==> config.mk <==
export PLATFORM = sky130hd
export DESIGN_NAME = serial_sub_unit_flat
export DESIGN_NICKNAME = d
export VERILOG_FILES = /design/src/rtl/serial_sub_unit_if.sv /design/src/rtl/serial_sub_unit.sv /design/src/flat_wrapper.sv
export SDC_FILE = /design/constraint.sdc
export NUM_CORES = 1
export LEC_CHECK = 0
export ABC_AREA = 1
export BUFFER_PORTS_ARGS = -buffer_cell sky130_fd_sc_hd__buf_2
export CORE_MARGIN = 3
export CORE_UTILIZATION = 45
export CTS_BUF_LIST = sky130_fd_sc_hd__clkbuf_4 sky130_fd_sc_hd__clkbuf_8
export DETAILED_ROUTE_END_ITERATION = 7
export PLACE_DENSITY = 0.68
export SYNTH_ARGS = -nofsm -noshare
export SYNTH_HDL_FRONTEND = slang
export SYNTH_SLANG_ARGS = --single-unit
==> constraint.sdc <==
create_clock -name clk -period 4.43 [get_ports clk]
set_input_delay 1.329 -clock clk [delete_from_list [all_inputs] [get_ports clk]]
set_output_delay 1.329 -clock clk [all_outputs]
set_load 0.01 [all_outputs]
==> src/rtl/serial_sub_unit_if.sv <==
// Start/busy/done handshake plus operand and result bundle for serial_sub_unit.
// The requester holds the master side and the arithmetic unit holds the slave side.
interface serial_sub_unit_if #(
    parameter int WIDTH = 16
);
    logic             start;
    logic [WIDTH-1:0] a;
    logic [WIDTH-1:0] b;
    logic             bin;
    logic             signed_mode;
    logic             busy;
    logic             done;
    logic [WIDTH-1:0] diff;
    logic             bout;
    logic             ovf;

    modport master (
        output start, a, b, bin, signed_mode,
        input  busy, done, diff, bout, ovf
    );

    modport slave (
        input  start, a, b, bin, signed_mode,
        output busy, done, diff, bout, ovf
    );
endinterface

==> src/rtl/serial_sub_unit.sv <==
// Multi-cycle subtractor diff = a - b - bin, DIGIT bits per clock with a registered borrow.
// Results and flags change only on the final RUN edge, which also pulses done.
module serial_sub_unit #(
    parameter int WIDTH = 16,
    parameter int DIGIT = 4
) (
    input  logic             clk,
    input  logic             rst,
    serial_sub_unit_if.slave bus
);
    localparam int NDIG  = WIDTH / DIGIT;
    localparam int CNT_W = (NDIG > 1) ? $clog2(NDIG) : 1;
    localparam int DW    = DIGIT + 1;
    localparam logic [CNT_W-1:0] LAST_CNT = CNT_W'(NDIG - 1);

    if (WIDTH < 1 || DIGIT < 1 || DIGIT > WIDTH || (WIDTH % DIGIT) != 0) begin : g_bad_params
        $error("serial_sub_unit: DIGIT must lie in 1..WIDTH and divide WIDTH");
    end

    typedef enum logic {
        S_IDLE,
        S_RUN
    } state_t;

    state_t                 r_state;
    state_t                 w_state_next;
    logic                   w_accept;
    logic                   w_last;

    logic [WIDTH-1:0]       r_a;
    logic [WIDTH-1:0]       r_b;
    logic                   r_borrow;
    logic                   r_signed;
    logic [CNT_W-1:0]       r_cnt;

    logic                   r_done;
    logic [WIDTH-1:0]       r_diff;
    logic                   r_bout;
    logic                   r_ovf;

    logic [DIGIT:0]         w_dig;
    logic [WIDTH+DIGIT-1:0] w_cat;
    logic [WIDTH-1:0]       w_a_next;
    logic                   w_msb_bin;

    // Top bit of the DIGIT+1 wide difference is the borrow out of this digit.
    assign w_dig = {1'b0, r_a[DIGIT-1:0]} - {1'b0, r_b[DIGIT-1:0]} - DW'(r_borrow);

    // r_a doubles as the result accumulator: result digits enter at the top
    // as the minuend drains out of the bottom, so after NDIG shifts it holds diff.
    assign w_cat    = {w_dig[DIGIT-1:0], r_a};
    assign w_a_next = w_cat[WIDTH+DIGIT-1:DIGIT];

    // Borrow into the digit MSB, recovered from d = a ^ b ^ borrow_in at that bit.
    assign w_msb_bin = w_dig[DIGIT-1] ^ r_a[DIGIT-1] ^ r_b[DIGIT-1];

    always_ff @(posedge clk) begin
        if (rst) begin
            r_state <= S_IDLE;
        end else begin
            r_state <= w_state_next;
        end
    end

    always_comb begin
        // NOTE: every output of this block is given a default first so no path leaves it unassigned (no latch).
        w_state_next = r_state;
        w_accept     = 1'b0;
        w_last       = 1'b0;
        case (r_state)
            S_IDLE: begin
                if (bus.start) begin
                    w_accept     = 1'b1;
                    w_state_next = S_RUN;
                end
            end
            S_RUN: begin
                if (r_cnt == LAST_CNT) begin
                    w_last       = 1'b1;
                    w_state_next = S_IDLE;
                end
            end
        endcase
    end

    always_ff @(posedge clk) begin
        if (rst) begin
            r_a      <= '0;
            r_b      <= '0;
            r_borrow <= 1'b0;
            r_signed <= 1'b0;
            r_cnt    <= '0;
            r_done   <= 1'b0;
            r_diff   <= '0;
            r_bout   <= 1'b0;
            r_ovf    <= 1'b0;
        end else begin
            r_done <= w_last;
            if (w_accept) begin
                r_a      <= bus.a;
                r_b      <= bus.b;
                r_borrow <= bus.bin;
                r_signed <= bus.signed_mode;
                r_cnt    <= '0;
            end else if (r_state == S_RUN) begin
                r_a      <= w_a_next;
                r_b      <= r_b >> DIGIT;
                r_borrow <= w_dig[DIGIT];
                r_cnt    <= r_cnt + CNT_W'(1);
                if (w_last) begin
                    r_diff <= w_a_next;
                    r_bout <= w_dig[DIGIT];
                    r_ovf  <= r_signed ? (w_msb_bin ^ w_dig[DIGIT]) : w_dig[DIGIT];
                end
            end
        end
    end

    assign bus.busy = (r_state == S_RUN);
    assign bus.done = r_done;
    assign bus.diff = r_diff;
    assign bus.bout = r_bout;
    assign bus.ovf  = r_ovf;
endmodule

==> src/flat_wrapper.sv <==
// flat-port wrapper written by rule: the top's interface ports become plain ports
module serial_sub_unit_flat 
#(
    parameter int WIDTH = 16,
    parameter int DIGIT = 4
)
  (clk, rst, bus_start, bus_a, bus_b, bus_bin, bus_signed_mode, bus_busy, bus_done, bus_diff, bus_bout, bus_ovf);
  serial_sub_unit_if #(.WIDTH(WIDTH)) bus_i ();
  input  logic clk;
  input  logic rst;
  input wire logic [$bits(bus_i.start)-1:0] bus_start;
  input wire logic [$bits(bus_i.a)-1:0] bus_a;
  input wire logic [$bits(bus_i.b)-1:0] bus_b;
  input wire logic [$bits(bus_i.bin)-1:0] bus_bin;
  input wire logic [$bits(bus_i.signed_mode)-1:0] bus_signed_mode;
  output wire logic [$bits(bus_i.busy)-1:0] bus_busy;
  output wire logic [$bits(bus_i.done)-1:0] bus_done;
  output wire logic [$bits(bus_i.diff)-1:0] bus_diff;
  output wire logic [$bits(bus_i.bout)-1:0] bus_bout;
  output wire logic [$bits(bus_i.ovf)-1:0] bus_ovf;
  assign bus_i.start = bus_start;
  assign bus_i.a = bus_a;
  assign bus_i.b = bus_b;
  assign bus_i.bin = bus_bin;
  assign bus_i.signed_mode = bus_signed_mode;
  assign bus_busy = bus_i.busy;
  assign bus_done = bus_i.done;
  assign bus_diff = bus_i.diff;
  assign bus_bout = bus_i.bout;
  assign bus_ovf = bus_i.ovf;
  serial_sub_unit #(.WIDTH(WIDTH), .DIGIT(DIGIT)) u_core (.clk(clk), .rst(rst), .bus(bus_i));
endmodule
==> impl_metrics.tcl <==
set metrics [dict create \
    die_h_um 80.5 \
    syn_nets 386 \
    antenna_found_initial 0 \
    routed_wl_um 5490 \
    use_met1_pct 21.7 \
    synthMuxAreaShare_pct 0 \
    numPortBuffers 56 \
    cts-root-buf "clkbuf_8" \
    r2r_setup_slack_ns 2.43 \
    synth.distinct_cells 26 \
    hold_class "reg -> reg" \
    ios 57 \
    start_util_pct 47.7 \
    critical_path_class "in -> reg" \
    post-synth-top-area-cell "dfxtp_1" \
    synth_xor_area_share_pct 1.40 \
    worstPathRequired_ns 4.70 \
    worst_ep_arrival_time_ns 2.52 \
    synth_cells 342 \
    grt_pass1_vias 2065 \
    synth_area_leaders "dfxtp_1, nand2_1, inv_1" \
    skew_ns 0.00827 \
    rows 26 \
    crit_start "bus_start" \
    clk_latency_ns 0.32 \
    layout_min_cycle_time_ns 2.25 \
    grt_pass1_wl_um 9080 \
    synthSimpleGateAreaFrac_pct 26.8 \
    dp_slack_ns 1.84 \
    drtIter0Drc 127 \
    fin_setup_tns_ns 0 \
    fmax_ghz 0.445 \
    grt_usage_pct 18.1 \
    synth_top_area_share_pct 44.8 \
    cp_max_fo 23 \
    dieArea_mm2 0.00649 \
    worst_slack_ns 2.18 \
    cts_buffers 5 \
    fin_area_mm2 0.00288 \
    hold_buffers 0 \
    final_cell_mix "nand2_1, buf_2, dfxtp_1" \
    slew_headroom_pct 46.8 \
    postLayoutCoreUtil_pct 54.9 \
    yosys_warnings 0 \
    slew_violations 0 \
    grt_overflow 0 \
    cts_tree "yes" \
    grt.met2_usage_pct 30.8 \
    core_area_mm2 0.00524 \
    antennaDiodeCount 0 \
    r2r_cells 13 \
    setup_viol 0 \
    status "finished clean" \
    final_layout_size_suffix_gt1_share_pct 19.1 \
    syn_area_mm2 0.00250 \
    wl_per_cell_um 11.9 \
    worstMarginPinSlew_ns 0.796 \
    crit_path_start_kind "input pin" \
    final_net_count 435 \
    postCtsSetupBuffers 0 \
    reg2reg_from "u_core.r_borrow" \
    synth_adder_area_share_pct 4.10 \
    worst_setup_path_end_kind "flop" \
    busiest_layer "met2" \
    clkSinkCount 56 \
    clk_pin_slew_ns 0.10 \
    cts.path.max_buffers 2 \
    final_common_cell "nand2_1" \
    gp_congestion 0.792 \
    antenna_left 0 \
    drc_errors 0 \
    grt_max_degree 37 \
    critPathCapture "u_core.r_b[7]" \
    power_density_mw_per_mm2 339 \
    dr.pass1.iters 4 \
    areaGrowthSynthToFinish_pct 15.1 \
    synth_seq_cells 56 \
    fin_crit_sh_pct 50.7 \
    synth_compound_area_share_pct 10.7 \
    vias 2214 \
    finalHoldViolCount 0 \
    p_leak_nw 1.50 \
    rsz0062_at_grt "false" \
    p_total_w 0.000975 \
    viasPerCell 4.79 \
    cts_resized 0 \
    peakVddDrop_uv 218 \
    drv_cap 0 \
    synth_top_family_by_area "simple AND/OR/NAND/NOR gates" \
    use_met3_pct 3.59 \
    worst_r2r_endpoint "u_core.bus.ovf" \
    cts_max_level 2 \
    hpwl_um 3800 \
    die_width_um 80.5 \
    syn_avg_cell_area_um2 7.31 \
    seq_area_frac_synth_pct 44.8 \
    place_area_mm2 0.00279 \
]
state kept, by name (all words and copies together) (netlist names), 2 cells and up:
| signal | cells |
|---|---|
| u_core.r_a | 16 |
| u_core.bus.diff | 16 |
| u_core.r_b | 16 |
| u_core.r_cnt | 2 |
stage by stage:
| step | cells | hold slack (ns) |
|---|---|---|
| 3_5_place_dp | 454 | 0.429 |
| 4_1_cts | 462 | 0.453 |
| 6_report | 462 | 0.450 |
| 2_1_floorplan | 342 | 0.443 |
| 5_1_grt | 462 | 0.482 |
| 3_3_place_gp | 454 | 0.428 |
worst max-delay path, stage by stage:
cell and delay [ns]:
buf_2 0.12, nor2_4 0.45, inv_2 0.24, o221ai_1 0.22
nand2_1 0.08, inv_1 0.06
layer usage:
metal	wire length (um)	part of all wire (%)	up-vias
met5	0	0	-
met4	102	1.9	0
met3	301	5.5	9
met2	2480	45	54
met1	2610	48	995
li1	-	-	1156
how the worst min path moves through the flow:
stage / startpoint / to / slack (ns) / cells past startpoint
final: u_core.bus.diff[0] / u_core.bus.diff[0] / 0.45 / 2
after global routing: u_core.bus.diff[13] / u_core.bus.diff[13] / 0.48 / 2
after CTS: u_core.bus.diff[0] / u_core.bus.diff[0] / 0.45 / 2
after detailed placement: u_core.bus.diff[0] / u_core.bus.diff[0] / 0.43 / 2
after global placement: u_core.bus.diff[0] / u_core.bus.diff[0] / 0.43 / 2
after floorplan: u_core.r_a[4] / u_core.bus.diff[0] / 0.44 / 2
power breakdown:
| part | leakage [nW] | switching [W] | internal (W) |
|---|---|---|---|
| Clock | 0.0479 | 0.000167 | 0.000111 |
| Combinational | 0.995 | 0.0000991 | 0.0000604 |
| Sequential | 0.457 | 0.0000125 | 0.000526 |
| Total | 1.50 | 0.000279 | 0.000697 |
kinds of logic (layout without fill, tap and decap cells):
logic type      after synthesis  after routing
simple gates                161            161
buf+inv                      73            123
flops                        56             56
compound gates               41             41
fa+ha+maj                     7              7
xor+xnor                      4              4
final cells by class:
cell class / instances / area (um2)
fillers: 539 / 2360
flip-flops and latches: 56 / 1120
multi-input cells: 213 / 1070
repair buffers: 57 / 288
inverters: 58 / 218
well taps: 70 / 87.6
clock buffers: 5 / 68.8
clock inverters: 3 / 18.8
cell usage after synthesis:
library cell / count
xor2_1: 1
a211oi_1: 1
nor2_1: 2
a21oi_1: 7
a31oi_1: 3
buf_6: 1
o21ai_0: 3
nand4_1: 1
nand2_4: 1
nand3_1: 18
nand2_1: 132
buf_2: 6
xnor2_1: 3
a22o_1: 3
inv_2: 5
buf_4: 4
ha_1: 5
nor2_4: 4
o221ai_1: 9
clkbuf_1: 4
dfxtp_1: 56
o21ai_1: 11
inv_1: 53
o211ai_1: 4
fa_1: 2
nor3_1: 3
No activity file was read; power rests on OpenSTA's default activity.
